File: config.mk
export PLATFORM = sky130hd
export DESIGN_NAME = dmem_mmio_bridge
export DESIGN_NICKNAME = d
export VERILOG_FILES = /design/src/rtl/mmio_pkg.sv /design/src/rtl/sync_fifo.sv /design/src/rtl/dmem_mmio_bridge.sv
export SDC_FILE = /design/constraint.sdc
export NUM_CORES = 1
export LEC_CHECK = 0
export BUFFER_PORTS_ARGS = -buffer_cell sky130_fd_sc_hd__buf_2
export CORE_MARGIN = 4
export CORE_UTILIZATION = 40
export CTS_BUF_LIST = sky130_fd_sc_hd__clkbuf_4 sky130_fd_sc_hd__clkbuf_8
export DETAILED_ROUTE_END_ITERATION = 7
export PLACE_DENSITY_LB_ADDON = 0.12
export RECOVER_POWER = 50
export SLEW_MARGIN = 20
export SYNTH_ARGS = -nofsm -noshare
export SYNTH_HDL_FRONTEND = slang
export SYNTH_SLANG_ARGS = --single-unit
File: constraint.sdc
create_clock -name clk -period 3.4 [get_ports clk]
set_input_delay 0.68 -clock clk [delete_from_list [all_inputs] [get_ports clk]]
set_output_delay 0.68 -clock clk [all_outputs]
set_load 0.005 [all_outputs]
File: src/rtl/mmio_pkg.sv
// Shared constants for the data-memory MMIO bridge: register offsets,
// STATUS bit positions and the default I/O region base.
package mmio_pkg;

  localparam logic [31:0] MMIO_BASE_DFLT = 32'h8000_0000;

  localparam logic [11:0] MMIO_TXDATA   = 12'h000;
  localparam logic [11:0] MMIO_STATUS   = 12'h004;
  localparam logic [11:0] MMIO_CYCLE_LO = 12'h008;
  localparam logic [11:0] MMIO_CYCLE_HI = 12'h00C;

  localparam int STATUS_COUNT_LSB = 0;
  localparam int STATUS_FULL_BIT  = 8;
  localparam int STATUS_EMPTY_BIT = 9;
  localparam int STATUS_OVF_BIT   = 31;

endpackage

File: src/rtl/sync_fifo.sv
// Single-clock circular FIFO. Storage is not reset; only pointers and count
// are. A push into a full FIFO is dropped and flagged on overflow, unless a
// pop in the same cycle makes room.
module sync_fifo #(
  parameter int WIDTH = 8,
  parameter int DEPTH = 8,
  localparam int AW = $clog2(DEPTH),
  localparam int CW = AW + 1
) (
  input  logic             clk,
  input  logic             reset,
  input  logic             push,
  input  logic [WIDTH-1:0] wdata,
  input  logic             pop,
  output logic [WIDTH-1:0] rdata,
  output logic             full,
  output logic             empty,
  output logic [CW-1:0]    count,
  output logic             overflow
);

  logic [WIDTH-1:0] mem_q [DEPTH];
  logic [AW-1:0]    wr_q, wr_d, rd_q, rd_d;
  logic [CW-1:0]    cnt_q, cnt_d;
  logic             push_ok, pop_ok;

  assign full     = (cnt_q == CW'(DEPTH));
  assign empty    = (cnt_q == '0);
  assign count    = cnt_q;
  assign rdata    = mem_q[rd_q];
  assign pop_ok   = pop && !empty;
  assign push_ok  = push && (!full || pop_ok);
  assign overflow = push && !push_ok;

  // Next pointer/count values from the accepted push and pop.
  always_comb begin
    wr_d  = wr_q;
    rd_d  = rd_q;
    cnt_d = cnt_q;
    if (push_ok) wr_d = wr_q + 1'b1;
    if (pop_ok)  rd_d = rd_q + 1'b1;
    case ({push_ok, pop_ok})
      2'b10:   cnt_d = cnt_q + 1'b1;
      2'b01:   cnt_d = cnt_q - 1'b1;
      default: cnt_d = cnt_q;
    endcase
  end

  // Pointer and count registers.
  always_ff @(posedge clk or posedge reset) begin
    if (reset) begin
      wr_q  <= '0;
      rd_q  <= '0;
      cnt_q <= '0;
    end else begin
      wr_q  <= wr_d;
      rd_q  <= rd_d;
      cnt_q <= cnt_d;
    end
  end

  // Entry storage, deliberately left out of reset.
  always_ff @(posedge clk) begin
    if (push_ok) mem_q[wr_q] <= wdata;
  end

endmodule

File: src/rtl/dmem_mmio_bridge.sv
// Splits core data accesses between external RAM and a small I/O region
// holding a console TX FIFO and a free-running 64-bit cycle counter.
// Read data is combinational so the core's memory stage sees it same-cycle.
module dmem_mmio_bridge
  import mmio_pkg::*;
#(
  parameter int          FIFO_DEPTH = 8,
  parameter logic [31:0] MMIO_BASE  = MMIO_BASE_DFLT
) (
  input  logic        clk,
  input  logic        reset,
  input  logic [31:0] dmem_addr_i,
  input  logic [31:0] dmem_wdata_i,
  input  logic [3:0]  dmem_write_byte_i,
  input  logic        dmem_read_i,
  output logic [31:0] dmem_rdata_o,
  output logic [31:0] ram_addr_o,
  output logic [31:0] ram_wdata_o,
  output logic [3:0]  ram_write_byte_o,
  output logic        ram_read_o,
  input  logic [31:0] ram_rdata_i,
  output logic [7:0]  tx_data_o,
  output logic        tx_valid_o,
  input  logic        tx_ready_i
);

  localparam int CW = $clog2(FIFO_DEPTH) + 1;

  logic          is_mmio, is_write;
  logic [11:0]   offset;
  logic          fifo_push, fifo_pop, fifo_full, fifo_empty, fifo_ovf;
  logic [CW-1:0] fifo_count;
  logic          ovf_q, ovf_d, ovf_clr;
  logic [63:0]   cycle_q, cycle_d;
  logic [31:0]   mmio_rdata;

  assign is_mmio  = (dmem_addr_i[31:12] == MMIO_BASE[31:12]);
  assign is_write = |dmem_write_byte_i;
  assign offset   = {dmem_addr_i[11:2], 2'b00};

  assign ram_addr_o       = dmem_addr_i;
  assign ram_wdata_o      = dmem_wdata_i;
  assign ram_write_byte_o = is_mmio ? 4'b0000 : dmem_write_byte_i;
  assign ram_read_o       = dmem_read_i && !is_mmio;

  assign fifo_push  = is_mmio && (offset == MMIO_TXDATA) && dmem_write_byte_i[0];
  assign fifo_pop   = tx_valid_o && tx_ready_i;
  assign ovf_clr    = is_mmio && (offset == MMIO_STATUS) && is_write;
  assign tx_valid_o = !fifo_empty;

  sync_fifo #(
    .WIDTH (8),
    .DEPTH (FIFO_DEPTH)
  ) u_tx_fifo (
    .clk      (clk),
    .reset    (reset),
    .push     (fifo_push),
    .wdata    (dmem_wdata_i[7:0]),
    .pop      (fifo_pop),
    .rdata    (tx_data_o),
    .full     (fifo_full),
    .empty    (fifo_empty),
    .count    (fifo_count),
    .overflow (fifo_ovf)
  );

  // Sticky overflow: a dropped push sets it, any STATUS write clears it.
  always_comb begin
    ovf_d = ovf_q;
    if (fifo_ovf)     ovf_d = 1'b1;
    else if (ovf_clr) ovf_d = 1'b0;
  end

  // Cycle counter wraps naturally at 2^64.
  always_comb begin
    cycle_d = cycle_q + 64'd1;
  end

  // Overflow flag and cycle counter registers.
  always_ff @(posedge clk or posedge reset) begin
    if (reset) begin
      ovf_q   <= 1'b0;
      cycle_q <= '0;
    end else begin
      ovf_q   <= ovf_d;
      cycle_q <= cycle_d;
    end
  end

  // I/O register read mux; TXDATA and unmapped offsets read as zero.
  always_comb begin
    mmio_rdata = '0;
    case (offset)
      MMIO_STATUS: begin
        mmio_rdata[STATUS_COUNT_LSB +: 8] = 8'(fifo_count);
        mmio_rdata[STATUS_FULL_BIT]       = fifo_full;
        mmio_rdata[STATUS_EMPTY_BIT]      = fifo_empty;
        mmio_rdata[STATUS_OVF_BIT]        = ovf_q;
      end
      MMIO_CYCLE_LO: mmio_rdata = cycle_q[31:0];
      MMIO_CYCLE_HI: mmio_rdata = cycle_q[63:32];
      default:       mmio_rdata = '0;
    endcase
  end

  // Core read data: RAM or I/O depending on decode, zero when not reading.
  always_comb begin
    dmem_rdata_o = '0;
    if (dmem_read_i) dmem_rdata_o = is_mmio ? mmio_rdata : ram_rdata_i;
  end

endmodule

Yosys cells after proc, flatten, opt, wreduce, memory -nomap -nowiden
Memories as Yosys holds them, arrays and structs flattened.
Index checks and enable logic that the tools add are counted.

cells by class
  add/subtract/negate cells = 5
  eq/ne operators = 7
  multiplexer cells = 11
  reduce and logical (&&, ||, !) cells = 19

operators with widths
  operator                                                                count
  64-bit by 1-bit adder with 64-bit output, second input constant         1
  32-bit two-way mux                                                      2
  21-bit case mux with 2 select lines                                     1
  10-bit case mux with 3 select lines                                     1
  10-bit by 2-bit equality test with 1-bit output, second input constant  2
  20-bit equality test, second input constant                             1
  12-bit logical NOT                                                      1
  10-bit by 1-bit equality test with 1-bit output, second input constant  1
  1-bit logical AND                                                       9
  4-bit case mux with 2 select lines                                      1
  3-bit by 1-bit adder with 3-bit output, second input constant           2
  4-bit by 1-bit adder with 4-bit output, second input constant           1
  4-bit equality test, second input constant                              1
  1-bit logical NOT                                                       4
  4-bit logical NOT                                                       1
  1-bit two-way mux                                                       4
  4-bit two-way mux                                                       1
  2-bit nonzero test                                                      2
  4-bit OR reduction                                                      1
  4-bit by 1-bit subtractor with 4-bit output, second input constant      1
  1-bit case mux with 3 select lines                                      1
  2-bit by 1-bit equality test with 1-bit output, second input constant   1
  2-bit equality test, second input constant                              1
  1-bit logical OR                                                        1

storage, ports and cells
  register bits after elaboration = 75
  bits in writable memories = 64
  input bits = 104
  logic and storage cells = 48
  memories = 1

memory list
  memory           words  width  read ports  clocked after Yosys merged registers in  wr ports  line             text
  u_tx_fifo.mem_q  8      8      1           0                                        1         sync_fifo.sv:22  logic [WIDTH-1:0] mem_q [DEPTH];

Depth between registers and ports, before layout
Gate-level depths: netlist of run 1.

  depth in word-level cells = 9
  mapped depth = 12

Hierarchy
A second synthesis of run 1 with hierarchy kept.

second synthesis, totals
  cell total of the unflattened synthesis = 685
  area, all modules = 7,698.6 µm²

modules (own cells, without submodules)
  module            times used  cells each  area each (µm²)  seq. area each (µm²)
  dmem_mmio_bridge  1           519         4,634.4          1,626.6
  sync_fifo         1           166         3,064.2          2,172.1

Worst setup path before layout of run 1
Ideal clock, no wire load.

  path kind = input to register
  from = in dmem_addr_i[26]
  to = mem u_tx_fifo.mem_q[2][0], enable pin
  setup time = 398 ps
  arrival = 3,338 ps
  required time = 3,002 ps
  slack = -336 ps
  stages = 5
  cell sequence = or4_1 > or4b_1 > or4_1 > buf_2 > nor4b_1

between the ends
  cells in the longest elaborated chain, start to end = 6

ends and longest elaborated chain
  what                                     line                    text
  start, declared                          dmem_mmio_bridge.sv:12  input logic [31:0] dmem_addr_i,
  20-bit equality test                     dmem_mmio_bridge.sv:37  assign is_mmio = (dmem_addr_i[31:12] == MMIO_BASE[31:12]);
  1-bit logical AND (2 in series)          dmem_mmio_bridge.sv:46  assign fifo_push = is_mmio && (offset == MMIO_TXDATA) && dmem_write_byte_i[0];
  1-bit logical AND                        sync_fifo.sv:32         assign push_ok = push && (!full || pop_ok);
  1-bit two-way mux                        sync_fifo.sv:64         if (push_ok) mem_q[wr_q] <= wdata;
  1-bit two-way mux (not written as such)  sync_fifo.sv:64
  end, declared                            sync_fifo.sv:22

No other way between the ends.

Worst setup path in the final report of run 1
  from = in dmem_addr_i[26]
  to = out dmem_rdata_o[15]

between the ends
  cells in the longest elaborated chain, start to end = 3

ends and longest elaborated chain
  what                              line                     text
  20-bit equality test              dmem_mmio_bridge.sv:37
  32-bit two-way mux (2 in series)  dmem_mmio_bridge.sv:109  if (dmem_read_i) dmem_rdata_o = is_mmio ? mmio_rdata : ram_rdata_i;
  end, declared                     dmem_mmio_bridge.sv:16   output logic [31:0] dmem_rdata_o,

No other way between the ends.

==> results.txt, run 1 <==
----------------------------------------------------
[Placed design]
  Total placed instance area ... between 0.008 and 0.009 mm2
  Half-perimeter wire length after detailed placement ... 12510 um
  Placed insts ... between 900 and 1000
  Port Buffers ... between 150 and 200
  Worst slack at placement ... -0.3186 ns
  Weighted congestion reported at the end of routability-driven placement ... ~0.86

[Clock tree]
  Clock edge transition at the registers on the reported setup and hold paths ... approximately 0.080 ns
  Total clock buffers created by CTS ... 17
  Number of sinks driven by the clock tree ... approximately 140
  CTS H-tree depth ... 4
  Cts hold-fix bufs ... 0
  Root buffer cell ... sky130_fd_sc_hd__clkbuf_8
  CTS max path bufs ... 2
  Clock tree from TritonCTS ... built
  Worst skew pair latency ... 0.44 ns

[Timing]
  Max-slew violation total from the final report ... 0
  Worst slew margin relative to its limit ... 0.1076
  Setup ws final ... a little over 0.09 ns
  Slew of the pin with the lowest slew margin ... approximately 1.3 ns
  Number of failing hold endpoints at the final stage ... 0
  Post-layout minimum cycle time ... ~3.3 ns
  Final-report setup violation count ... 0
  Worst setup skew after layout ... 0.01387 ns
  Minimum hold slack ... between 0.4 and 0.5 ns
  Maximum operating frequency ... around 300 MHz
  Unrepaired setup endpoints after global routing ... false
  Post-route fraction of the period consumed by the critical path ... 0.9730

[Pwr]
  Worst vdd ir ... 0.2545 mV
  Static leakage ... between 3 and 4 nW
  Power Dens Cells ... between 400 and 500 mW/mm2

[Global route]
  Antenna violations before repair ... 0
  Overall overflow remaining after global route ... 0
  First-pass GRT wire length ... about 28000 um
  Total routing usage reported by global routing ... 0.1666
  Pin count of the biggest net entering global routing ... 54
  Via count of the first global-routing pass ... between 5000 and 6000

[Critical path]
  Type of element capturing the critical path ... output pin
  Data arrival time at the worst-slack endpoint ... 2.63 ns
  Data required time of the worst path ... around 2.7 ns
  Startpoint Class ... input pin
  Worst-case reg-to-reg path depth ... 10
  Highest fanout seen on the critical path ... 40
  Kind of critical path ... in2out

[Logic synthesis]
  Area of the mapped netlist ... ~0.0075 mm2
  Syn Area/Cell ... between 10 and 15 um2
  Number of standard cells after synthesis ... ~670
  Number of distinct library cells after synthesis ... 38
  Syn_nets ... between 700 and 800
  Proportion of synthesized chip area in sequential cells ... 0.5071
  Total number of yosys warnings ... 0
  Flip-flop and latch count after synthesis ... 139

[Die]
  Width of the die ... approximately 140 um
  Area of the die ... ~0.021 mm2
  Core Region ... between 0.015 and 0.02 mm2
  I/O pin cnt ... ~210
  Initial core utilization ... 0.4114
  Die height ... 144.8 um
  Std cell rows ... a little under 50

[Route]
  Detail-routed net length per standard cell ... between 15 and 20 um
  Number of vias after detailed routing ... ~5200
  Total DRC errors in the routed layout ... 0
  First-iteration detailed-routing DRC count ... between 200 and 300
  Length of the first detailed-routing pass in iterations ... 4
  Final Routed Wirelength ... approximately 17000 um
  Count of nets left with antenna violations after detail routing ... 0
  Routed vias/inst ... ~5.0

[Layout]
  ANT cells ... 0
  Utilization of the core after routing ... 0.4725
  Footprint of the multi-input gates ... between 0.003 and 0.004 mm2
  Total of fill cells in the finished design ... ~1700
  Final #Nets ... between 800 and 900
  Synth-to-layout area growth ... 14.85%
  Finished layout cell area ... between 0.008 and 0.009 mm2
  Reg area ... 0.003799 mm2
  Layout Cells excl Fill ... between 1000 and 1500
  Share of post-route cells with drive strength above 1 ... 0.2909

[Status]
  Result of the run ... complete, no violations

[Flow run]
  Number of maximum-capacitance violations ... 0

[Worst hold path]
  HP Class ... in2async

----------------------------------------------------
[through the flow]
| step | setup TNS [ns] | power (W) |
|---|---|---|
| 6_report | 0 | 0.004041 |
| 5_1_grt | 0 | 0.004273 |
| 4_1_cts | 0 | 0.004111 |
| 3_5_place_dp | -1.506 | 0.002793 |
| 3_3_place_gp | -1.149 | 0.002777 |
| 2_1_floorplan | -10.32 | 0.002526 |
[cell usage in the layout (no fill, tap or decap), types with 27 or more instances in the layout]
| master | n |
|---|---|
| sky130_fd_sc_hd__or3_1 | 29 |
| sky130_fd_sc_hd__buf_4 | 29 |
| sky130_fd_sc_hd__buf_2 | 136 |
| sky130_fd_sc_hd__xnor2_1 | 29 |
| sky130_fd_sc_hd__dfrtp_1 | 75 |
| sky130_fd_sc_hd__edfxtp_1 | 64 |
| sky130_fd_sc_hd__mux2i_1 | 27 |
| sky130_fd_sc_hd__nand3_1 | 28 |
| sky130_fd_sc_hd__xor2_1 | 40 |
| sky130_fd_sc_hd__nand2_1 | 70 |
[sequential cells by signal, indices dropped and copies added, names as in the netlist]
register	cells
u_tx_fifo.mem_q	64
ovf_q	1
cycle_q	64
u_tx_fifo.count	4
u_tx_fifo.wr_q	3
u_tx_fifo.rd_q	3
[routing by layer]
layer | wire (um) | track usage
met2 | 8138 | 0.2541
met4 | 252 | 0.05007
met1 | 8090 | 0.2364
met3 | 745 | 0.04108
met5 | 0 | 0
[cell usage after synthesis]
cell type                  count  area, um2
sky130_fd_sc_hd__a21boi_0     25      187.7
sky130_fd_sc_hd__a21o_1        1      7.510
sky130_fd_sc_hd__a21oi_1       1      5.000
sky130_fd_sc_hd__a22o_1        7      61.31
sky130_fd_sc_hd__and2_1        6      37.54
sky130_fd_sc_hd__and3_1        9      56.30
sky130_fd_sc_hd__buf_1         3      11.26
sky130_fd_sc_hd__buf_2         2      10.01
sky130_fd_sc_hd__buf_4        64      480.5
sky130_fd_sc_hd__clkbuf_1     25      93.84
sky130_fd_sc_hd__dfrtp_1      75       1877
sky130_fd_sc_hd__edfxtp_1     64       1922
sky130_fd_sc_hd__fa_1          1      20.02
sky130_fd_sc_hd__ha_1          5      62.56
sky130_fd_sc_hd__inv_1        17      63.81
sky130_fd_sc_hd__mux2_1        1      11.26
sky130_fd_sc_hd__mux2_2       13      146.4
sky130_fd_sc_hd__mux2i_1      27      270.3
sky130_fd_sc_hd__mux2i_4       1      22.52
sky130_fd_sc_hd__mux4_2       16      360.4
sky130_fd_sc_hd__nand2_1      71      266.5
sky130_fd_sc_hd__nand3_1      28      140.1
sky130_fd_sc_hd__nand4_1      13      81.33
sky130_fd_sc_hd__nor2_1       23      86.33
sky130_fd_sc_hd__nor2b_1       1      6.260
sky130_fd_sc_hd__nor3_1       18      90.09
sky130_fd_sc_hd__nor4_1       23      143.9
sky130_fd_sc_hd__nor4_2        1      12.51
sky130_fd_sc_hd__nor4b_1       3      26.28
sky130_fd_sc_hd__o21ai_0      13      65.06
sky130_fd_sc_hd__o31ai_1       1      7.510
sky130_fd_sc_hd__or2_2         1      6.260
sky130_fd_sc_hd__or3_1        30      187.7
sky130_fd_sc_hd__or4_1         4      30.03
sky130_fd_sc_hd__or4b_1        1      10.01
sky130_fd_sc_hd__or4b_2        2      20.02
sky130_fd_sc_hd__xnor2_1      29      254.0
sky130_fd_sc_hd__xor2_1       40      350.3
[kinds of logic (layout without fill, tap and decap cells)]
group,after synthesis,in the layout,synth area share
AO/OA/AOI/OAI,48,48,0.04460
flip-flops,139,139,0.5071
AND/OR/NAND/NOR,234,234,0.1603
XOR/XNOR,69,69,0.08067
multiplexers,58,58,0.1082
adder cells (fa/ha/maj),6,6,0.01102
buffers and inverters,111,240,0.08802
[timing repair]
action / 4_1_cts / 5_1_grt
setup endpoints to repair: 10 / 25
hold endpoints to repair: 0 / 0
buffers inserted: 0 / 0
resized for setup: 1 / 6
[critical path, stage by stage]
cell and delay, ns:
sky130_fd_sc_hd__buf_2 0.11, sky130_fd_sc_hd__or4_1 0.56, sky130_fd_sc_hd__or3_4 0.38, sky130_fd_sc_hd__buf_12 0.18, sky130_fd_sc_hd__or3_1 0.38, sky130_fd_sc_hd__a21boi_0 0.19, sky130_fd_sc_hd__buf_2 0.14
[layout make-up]
class | count | share of cell area
Multi-Input combinational cell | 415 | 0.3554
Sequential cell | 139 | 0.4415
Clock inverter | 12 | 0.01513
Clock buffer | 19 | 0.02894
Inverter | 17 | 0.007417
Timing Repair Buffer | 192 | 0.1182
Tap cell | 229 | 0.03330
[where the power goes]
part	total [W]	leakage (nW)	internal [W]	switching, W
Clock	0.00131	0.191	0.000719	0.000589
Combinational	0.000824	1.95	0.000481	0.000343
Sequential	0.00191	1.59	0.00180	0.000106
[worst paths after layout]
| path | startpoint | to | slack (ns) |
|---|---|---|---|
| max | dmem_addr_i[26] | dmem_rdata_o[15] | 0.09 |
| min | reset | cycle_q[3] | 0.42 |
| max reg2reg | u_tx_fifo.count[3] | u_tx_fifo.count[3] | 0.75 |
| min reg2reg | cycle_q[63] | cycle_q[63] | 0.48 |
| max in group asynchronous | reset | cycle_q[15] | 1.16 |
| min in group clk | tx_ready_i | ovf_q | 0.48 |
Note: power is estimated with default switching activity, not from simulation.
==> run 2, diff against run 1 <==
ABC_AREA = 1   (was default)
==> run 2 against run 1 <==
Compared with the run above: combinational power rose by 23%; register-to-register slack improved by 0.33 ns; cell area rose by 6.3%; sequential share of layout area fell by 2.6 points; clock skew barely moved; flip-flop and latch count did not move; largest cell class unchanged.
==> results.txt, run 2 <==
----------------------------------------------------
[Die]
  I/O pin cnt ... 214 (unchanged)
  Area of the die ... 0.02263 mm2 (was 0.02098 mm2)
  Initial core utilization ... 0.4115 (was 0.4114)
  Die height ... 150.4 um (was 144.8 um)
  Std cell rows ... 51 (was 49)
  Width of the die ... 150.4 um (was 144.8 um)
  Core Region ... 0.01972 mm2 (was 0.01821 mm2)

[Route]
  Total DRC errors in the routed layout ... 0 (unchanged)
  Met3 wire len ... 938 um (was 745 um)
  Count of nets left with antenna violations after detail routing ... 0 (unchanged)
  Number of vias after detailed routing ... 6736 (was 5158)
  Final Routed Wirelength ... 23550 um (was 17230 um)
  Detail-routed net length per standard cell ... 17.21 um (was 16.84 um)
  Length of the first detailed-routing pass in iterations ... 5 (was 4)
  Total length of routed met2 wires ... 11790 um (was 8138 um)
  Routed vias/inst ... 4.924 (was 5.042)
  First-iteration detailed-routing DRC count ... 350 (was 257)
  Metal1 wirelength ... 10360 um (was 8090 um)
  Highest metal layer used by the detailed router ... met4 (unchanged)

[Logic synthesis]
  Most frequently used cell type in the post-synthesis netlist ... sky130_fd_sc_hd__nand2_1 (was sky130_fd_sc_hd__dfrtp_1)
  Number of synthesized flops with an enable pin ... 64 (unchanged)
  Number of distinct library cells after synthesis ... 35 (was 38)
  Syn Area/Cell ... 8.305 um2 (was 11.26 um2)
  Proportion of synthesized chip area in sequential cells ... 0.4682 (was 0.5071)
  Main synth FF type ... sky130_fd_sc_hd__dfrtp_1 (unchanged)
  Area of the mapped netlist ... 0.008114 mm2 (was 0.007491 mm2)
  Flip-flop and latch count after synthesis ... 139 (unchanged)
  Syn_nets ... 1087 (was 775)
  Dominant cell type by area after synthesis ... sky130_fd_sc_hd__edfxtp_1 (unchanged)
  Post-synthesis async set-or-reset flop share ... 0.5396 (unchanged)
  Cell types with the largest area share after synthesis ... sky130_fd_sc_hd__edfxtp_1 24%, sky130_fd_sc_hd__dfrtp_1 23%, sky130_fd_sc_hd__nand2_1 8.5% (was sky130_fd_sc_hd__edfxtp_1 26%, sky130_fd_sc_hd__dfrtp_1 25%, sky130_fd_sc_hd__buf_4 6.4%)
  Number of standard cells after synthesis ... 977 (was 665)
  Most frequent cells after synthesis ... 183 x sky130_fd_sc_hd__nand2_1, 142 x sky130_fd_sc_hd__nor2_1, 77 x sky130_fd_sc_hd__inv_1, 75 x sky130_fd_sc_hd__dfrtp_1 (was 75 x sky130_fd_sc_hd__dfrtp_1, 71 x sky130_fd_sc_hd__nand2_1, 64 x sky130_fd_sc_hd__buf_4, 64 x sky130_fd_sc_hd__edfxtp_1, 40 x sky130_fd_sc_hd__xor2_1)
  Fraction of synthesized cell area taken by the top area cell type ... 0.2369 (was 0.2566)
  Total number of yosys warnings ... 0 (unchanged)

[Timing]
  Total negative slack for setup checks ... 0 ns (unchanged)
  Slew of the pin with the lowest slew margin ... 1.404 ns (was 1.339 ns)
  Post-layout minimum cycle time ... 2.939 ns (was 3.308 ns)
  Worst setup skew after layout ... 0.01396 ns (was 0.01387 ns)
  Minimum hold slack ... 0.4706 ns (was 0.4165 ns)
  Max-slew violation total from the final report ... 0 (unchanged)
  Number of failing hold endpoints at the final stage ... 0 (unchanged)
  Worst slew margin relative to its limit ... 0.06379 (was 0.1076)
  Maximum operating frequency ... 340.2 MHz (was 302.3 MHz)
  Unrepaired setup endpoints after global routing ... false (unchanged)
  Final-report setup violation count ... 0 (unchanged)
  Post-route fraction of the period consumed by the critical path ... 0.8645 (was 0.9730)
  Setup ws final ... 0.4608 ns (was 0.09178 ns)

[Clock tree]
  CTS max path bufs ... 2 (unchanged)
  Cts hold-fix bufs ... 0 (unchanged)
  Quantity of gates resized following cts ... 0 (was 1)
  Count of buffers added by post-CTS timing repair for setup ... 0 (unchanged)
  Clock tree from TritonCTS ... built (unchanged)
  Number of sinks driven by the clock tree ... 139 (unchanged)
  Total clock buffers created by CTS ... 17 (unchanged)
  CTS H-tree depth ... 4 (unchanged)
  Worst skew pair latency ... 0.45 ns (was 0.44 ns)
  Root buffer cell ... sky130_fd_sc_hd__clkbuf_8 (unchanged)
  Clock edge transition at the registers on the reported setup and hold paths ... 0.08 ns (about the same)

[Critical path]
  Largest stage delay, worst path ... 0.45 ns (was 0.56 ns)
  Kind of critical path ... in2out (unchanged)
  CP max-delay cell ... sky130_fd_sc_hd__inv_2 (was sky130_fd_sc_hd__or4_1)
  Type of element capturing the critical path ... output pin (unchanged)
  Highest fanout seen on the critical path ... 26 (was 40)
  Data required time of the worst path ... 2.72 ns (about the same)
  Critical-path cell list ... buf_2 > nor2_1 > nand2_1 > nor2_1 > nand3_2 > inv_2 > nand2_1 > a21oi_1 > buf_2 (was buf_2 > or4_1 > or3_4 > buf_12 > or3_1 > a21boi_0 > buf_2)
  Startpoint Class ... input pin (unchanged)
  Data arrival time at the worst-slack endpoint ... 2.26 ns (was 2.63 ns)

[Layout]
  Final #Nets ... 1200 (was 892)
  ANT cells ... 0 (unchanged)
  Commonest non-fill, non-tap cell in the layout ... sky130_fd_sc_hd__nand2_1 (was sky130_fd_sc_hd__buf_2)
  Total of fill cells in the finished design ... 2028 (was 1721)
  Layout Cells excl Fill ... 1368 (was 1023)
  Utilization of the core after routing ... 0.4639 (was 0.4725)
  Synth-to-layout area growth ... 12.72% (was 14.85%)
  Most frequent cells in the layout ... 183 x sky130_fd_sc_hd__nand2_1, 153 x sky130_fd_sc_hd__buf_2, 147 x sky130_fd_sc_hd__nor2_1 (was 136 x sky130_fd_sc_hd__buf_2, 75 x sky130_fd_sc_hd__dfrtp_1, 70 x sky130_fd_sc_hd__nand2_1)
  Share of post-route cells with drive strength above 1 ... 0.2194 (was 0.2909)
  Reg area ... 0.003799 mm2 (unchanged)
  Footprint of the multi-input gates ... 0.003316 mm2 (was 0.003058 mm2)

[Placed design]
  Weighted congestion reported at the end of routability-driven placement ... 0.9404 (was 0.8614)
  Port Buffers ... 161 (unchanged)
  Half-perimeter wire length after detailed placement ... 18230 um (was 12510 um)
  Worst slack at placement ... 0.4774 ns (was -0.3186 ns)
  Placed insts ... 1336 (was 992)

[Global route]
  Via count of the first global-routing pass ... 6629 (was 5307)
  Antenna violations before repair ... 0 (unchanged)
  Total routing usage reported by global routing ... 0.2116 (was 0.1666)
  Overall overflow remaining after global route ... 0 (unchanged)
  First-pass GRT wire length ... 36510 um (was 27590 um)
  Pin count of the biggest net entering global routing ... 34 (was 54)

[Pwr]
  Static leakage ... 3.964 nW (was 3.725 nW)
  Power Dens Cells ... 460.6 mW/mm2 (was 469.7 mW/mm2)
  Worst vdd ir ... 0.2968 mV (was 0.2545 mV)

[Flow run]
  Number of maximum-capacitance violations ... 0 (unchanged)

[Status]
  Result of the run ... complete, no violations (unchanged)

[Worst hold path]
  HP Class ... reg2reg (was in2async)

----------------------------------------------------
-- run 2: changes by cell type after synthesis, moves of 22 or more --
cell / before / now
sky130_fd_sc_hd__nand2_1: 71 / 183
sky130_fd_sc_hd__a21oi_1: 1 / 45
sky130_fd_sc_hd__o21ai_0: 13 / 58
sky130_fd_sc_hd__nor2_1: 23 / 142
sky130_fd_sc_hd__nor4_1: 23 / 1
sky130_fd_sc_hd__mux2i_1: 27 / 0
sky130_fd_sc_hd__or3_1: 30 / 0
sky130_fd_sc_hd__inv_1: 17 / 77
sky130_fd_sc_hd__a21boi_0: 25 / 0
sky130_fd_sc_hd__inv_2: 0 / 22
-- run 2: worst paths after layout --
check / from / to / slack, ns / cells past startpoint
max reg2reg: cycle_q[0] / cycle_q[47] / 1.08 / 6
min reg2reg: cycle_q[63] / cycle_q[63] / 0.47 / 1
min: cycle_q[63] / cycle_q[63] / 0.47 / 1
max in group asynchronous: reset / u_tx_fifo.wr_q[1] / 1.06 / 3
max: dmem_addr_i[11] / dmem_rdata_o[24] / 0.46 / 9
min in group asynchronous: reset / cycle_q[57] / 0.51 / 2
-- run 2: logic make-up after synthesis --
family,count (synthesis),share of synthesized area
XOR/XNOR,65,0.07016
AND/OR/NAND/NOR,444,0.2433
AO/OA/AOI/OAI,138,0.09190
buffers and inverters,185,0.1163
flip-flops,139,0.4682
adder cells (fa/ha/maj),6,0.01018
-- run 2: layout make-up --
type	instances	share of cell area
multi-input cells	653	0.3625
well taps	265	0.03625
clock buffers	17	0.02558
inverters	101	0.04159
clock inverters	15	0.01860
flip-flops and latches	139	0.4153
repair buffers	178	0.1001
-- run 2: power by group --
part           internal [W]  leakage [nW]  switching, W
registers           0.00180          1.57     0.0000312
logic              0.000383          2.19      0.000626
clock network      0.000619         0.200      0.000752
total               0.00280          3.96       0.00141
-- run 2: per-layer routing --
layer  vias up  track usage
li1       3375            -
met1      3183       0.2802
met2       147       0.3555
met3        31      0.03703
met4         0      0.06404
met5         -            0
-- run 2: worst max-delay path: cells and delay by family --
| family | cells | cell delay, ns |
|---|---|---|
| buf+inv | 3 | 0.69 |
| simple gates | 5 | 0.68 |
| compound gates | 1 | 0.20 |
-- run 2: metrics by stage --
step                instance area (um2)  total power (W)
finish                             9146         0.004213
global route                       9146         0.004474
CTS                                9220         0.004267
detailed placement                 8816         0.002897
global placement                   8816         0.002892
floorplan                          8114         0.002558
==> run 3, diff against run 2 <==
clock period = 3.3 ns   (was 3.4 ns; I/O delays follow)
==> run 3 against run 2 <==
Compared with the run above: the run now ends with capacitance limit, slew limit left; setup slack got worse by 0.047 ns; critical path depth stayed put; clock skew up 0.0024 ns; flip-flop and latch count is the same; cell area increased by 0.47%; total power increased by 4.9%; clock-buffer cell count unchanged; routed wire length up 0.36%; combinational power barely moved.
==> results.txt, run 3 (synthesized netlist as in run 2, its figures left out) <==
----------------------------------------------------
[Clock tree]
  Number of sinks driven by the clock tree ... 139 (unchanged)
  CTS H-tree depth ... 4 (unchanged)
  Count of buffers added by post-CTS timing repair for setup ... 0 (unchanged)
  Root buffer cell ... sky130_fd_sc_hd__clkbuf_8 (unchanged)
  Worst skew pair latency ... 0.47 ns (was 0.45 ns)
  CTS max path bufs ... 2 (unchanged)
  Clock edge transition at the registers on the reported setup and hold paths ... 0.09 ns (was 0.08 ns)
  Clock tree from TritonCTS ... built (unchanged)
  Quantity of gates resized following cts ... 0 (unchanged)
  Cts hold-fix bufs ... 0 (unchanged)
  Total clock buffers created by CTS ... 17 (unchanged)

[Route]
  Number of vias after detailed routing ... 6791 (was 6736)
  Final Routed Wirelength ... 23630 um (was 23550 um)
  First-iteration detailed-routing DRC count ... 429 (was 350)
  Met3 wire len ... 985 um (was 938 um)
  Highest metal layer used by the detailed router ... met4 (unchanged)
  Total length of routed met2 wires ... 11790 um (about the same)
  Detail-routed net length per standard cell ... 17.26 um (was 17.21 um)
  Total DRC errors in the routed layout ... 0 (unchanged)
  Metal1 wirelength ... 10220 um (was 10360 um)
  Count of nets left with antenna violations after detail routing ... 0 (unchanged)
  Routed vias/inst ... 4.961 (was 4.924)
  Length of the first detailed-routing pass in iterations ... 6 (was 5)

[Global route]
  Overall overflow remaining after global route ... 0 (unchanged)
  Total routing usage reported by global routing ... 0.2126 (was 0.2116)
  Antenna violations before repair ... 0 (unchanged)
  Pin count of the biggest net entering global routing ... 34 (unchanged)
  First-pass GRT wire length ... 36460 um (was 36510 um)
  Via count of the first global-routing pass ... 6580 (was 6629)

[Timing]
  Worst setup skew after layout ... 0.01635 ns (was 0.01396 ns)
  Setup ws final ... 0.4139 ns (was 0.4608 ns)
  Post-route fraction of the period consumed by the critical path ... 0.8746
  Final-report setup violation count ... 0 (unchanged)
  Max-slew violation total from the final report ... 60 (was 0)
  Post-layout minimum cycle time ... between 2 and 3 ns
  Unrepaired setup endpoints after global routing ... false (unchanged)
  Slew of the pin with the lowest slew margin ... 1.616 ns (was 1.404 ns)
  Worst slew margin relative to its limit ... -0.07750 (was 0.06379)
  Total negative slack for setup checks ... 0 ns (unchanged)
  Number of failing hold endpoints at the final stage ... 0 (unchanged)
  Maximum operating frequency ... approximately 350 MHz

[Die]
  Std cell rows ... 51 (unchanged)
  I/O pin cnt ... 214 (unchanged)
  Core Region ... 0.01972 mm2 (unchanged)
  Initial core utilization ... 0.4115 (unchanged)
  Area of the die ... 0.02263 mm2 (unchanged)
  Die height ... 150.4 um (unchanged)
  Width of the die ... 150.4 um (unchanged)

[Critical path]
  Worst path buffer plus inverter count ... 3 (unchanged)
  R2R Setup Slk ... 0.98 ns (was 1.08 ns)
  Largest stage delay, worst path ... 0.41 ns (was 0.45 ns)
  CP max-delay cell ... sky130_fd_sc_hd__inv_2 (unchanged)
  Type of element capturing the critical path ... output pin (unchanged)
  Startpoint Class ... input pin (unchanged)
  Critical-path cell list ... buf_2 > nor2_1 > nand2_1 > nor2_1 > nand3_2 > inv_2 > nand2_1 > a21oi_1 > buf_2 (unchanged)
  Cell family with the largest share of critical-path delay ... simple AND/OR/NAND/NOR gates (was buffers and inverters)
  Highest fanout seen on the critical path ... 26 (unchanged)
  Kind of critical path ... in2out (unchanged)
  Data arrival time at the worst-slack endpoint ... 2.23 ns (was 2.26 ns)
  Data required time of the worst path ... 2.64 ns (was 2.72 ns)

[Layout]
  Share of post-route cells with drive strength above 1 ... 0.2192 (was 0.2194)
  Total of fill cells in the finished design ... 2027 (was 2028)
  ANT cells ... 0 (unchanged)
  Synth-to-layout area growth ... 13.25% (was 12.72%)
  Final #Nets ... 1201 (was 1200)
  Most frequent cells in the layout ... 183 x sky130_fd_sc_hd__nand2_1, 150 x sky130_fd_sc_hd__buf_2, 147 x sky130_fd_sc_hd__nor2_1 (was 183 x sky130_fd_sc_hd__nand2_1, 153 x sky130_fd_sc_hd__buf_2, 147 x sky130_fd_sc_hd__nor2_1)
  Commonest non-fill, non-tap cell in the layout ... sky130_fd_sc_hd__nand2_1 (unchanged)
  Utilization of the core after routing ... 0.4660 (was 0.4639)

[Placed design]
  Half-perimeter wire length after detailed placement ... 18060 um (was 18230 um)
  Port Buffers ... 161 (unchanged)
  Worst slack at placement ... 0.4031 ns (was 0.4774 ns)
  Weighted congestion reported at the end of routability-driven placement ... 0.9357 (was 0.9404)

[Status]
  Result of the run ... finished, violations left (was complete, no violations)
  Failing checks ... capacitance limit, slew limit

[Pwr]
  Static leakage ... 3.992 nW (was 3.964 nW)
  Power Dens Cells ... 480.9 mW/mm2 (was 460.6 mW/mm2)
  Power after layout ... 0.004419 W (was 0.004213 W)
  Worst vdd ir ... 0.2452 mV (was 0.2968 mV)

[Worst hold path]
  HP Class ... in2async (was reg2reg)

[Flow run]
  Number of maximum-capacitance violations ... 2 (was 0)

----------------------------------------------------
==> run 3: cell count changes in the layout (fill, tap and decap cells not counted) <==
cell                         delta
sky130_fd_sc_hd__clkinv_4       -2
sky130_fd_sc_hd__inv_6          +2
sky130_fd_sc_hd__nand3_2        +1
sky130_fd_sc_hd__nor3_1         -1
sky130_fd_sc_hd__clkbuf_1       +3
sky130_fd_sc_hd__buf_2          -3
sky130_fd_sc_hd__clkinvlp_4     -1
sky130_fd_sc_hd__nor3_4         +1
sky130_fd_sc_hd__bufinv_16      +1
sky130_fd_sc_hd__buf_4          +1
sky130_fd_sc_hd__nand3_1        -1
==> run 3: cell type report <==
class | instances | area (um2) | area share
clock buffer | 17 | 234.0 | 0.02546
clock inverter | 15 | 192.7 | 0.02097
inverter | 101 | 380.4 | 0.04139
multi-input combinational | 653 | 3332 | 0.3626
sequential | 139 | 3799 | 0.4134
tap | 265 | 331.6 | 0.03608
timing repair buffer | 179 | 919.6 | 0.1001
==> run 3: final timing paths <==
check | depth (start not counted) | start | end
min in group clk | 1 | cycle_q[63] | cycle_q[63]
max reg2reg | 15 | u_tx_fifo.count[0] | u_tx_fifo.count[3]
min | 2 | reset | cycle_q[23]
max in group asynchronous | 3 | reset | cycle_q[21]
max | 9 | dmem_addr_i[11] | dmem_rdata_o[24]
min reg2reg | 1 | cycle_q[63] | cycle_q[63]
==> run 3: per-layer routing <==
metal  GRT usage  up-vias
met5           0        -
met4     0.07411        0
met3     0.03251       32
met2      0.3597      163
met1      0.2782     3218
li1            -     3378
==> run 3: report_power, final <==
group	total [W]	switching (W)	internal (W)
Combinational	0.00103	0.000640	0.000393
Clock	0.00150	0.000782	0.000717
Sequential	0.00189	0.0000314	0.00186
==> run 3: worst reg2reg max path, cell delays in order, from the launching register on <==
cell and delay, ns:
sky130_fd_sc_hd__dfrtp_1 0.43, sky130_fd_sc_hd__nor2_1 0.15, sky130_fd_sc_hd__nand3_1 0.17, sky130_fd_sc_hd__nand2_1 0.21, sky130_fd_sc_hd__inv_1 0.12, sky130_fd_sc_hd__nand2_2 0.12
sky130_fd_sc_hd__inv_1 0.07, sky130_fd_sc_hd__ha_1 0.32, sky130_fd_sc_hd__nand2_1 0.08, sky130_fd_sc_hd__nand2_1 0.04, sky130_fd_sc_hd__a31oi_1 0.20, sky130_fd_sc_hd__inv_1 0.06
sky130_fd_sc_hd__nand2_1 0.08, sky130_fd_sc_hd__nand3_1 0.07, sky130_fd_sc_hd__nand2_1 0.07, sky130_fd_sc_hd__inv_1 0.03
==> run 3: metrics by stage <==
step	instance area [um2]	cells	hold WS, ns
after floorplan	8114	977	0.4420
after global placement	8823	1337	0.4765
after detailed placement	8823	1337	0.4742
after CTS	9250	1369	0.1295
after global routing	9189	1369	0.3553
final	9189	1369	0.3269
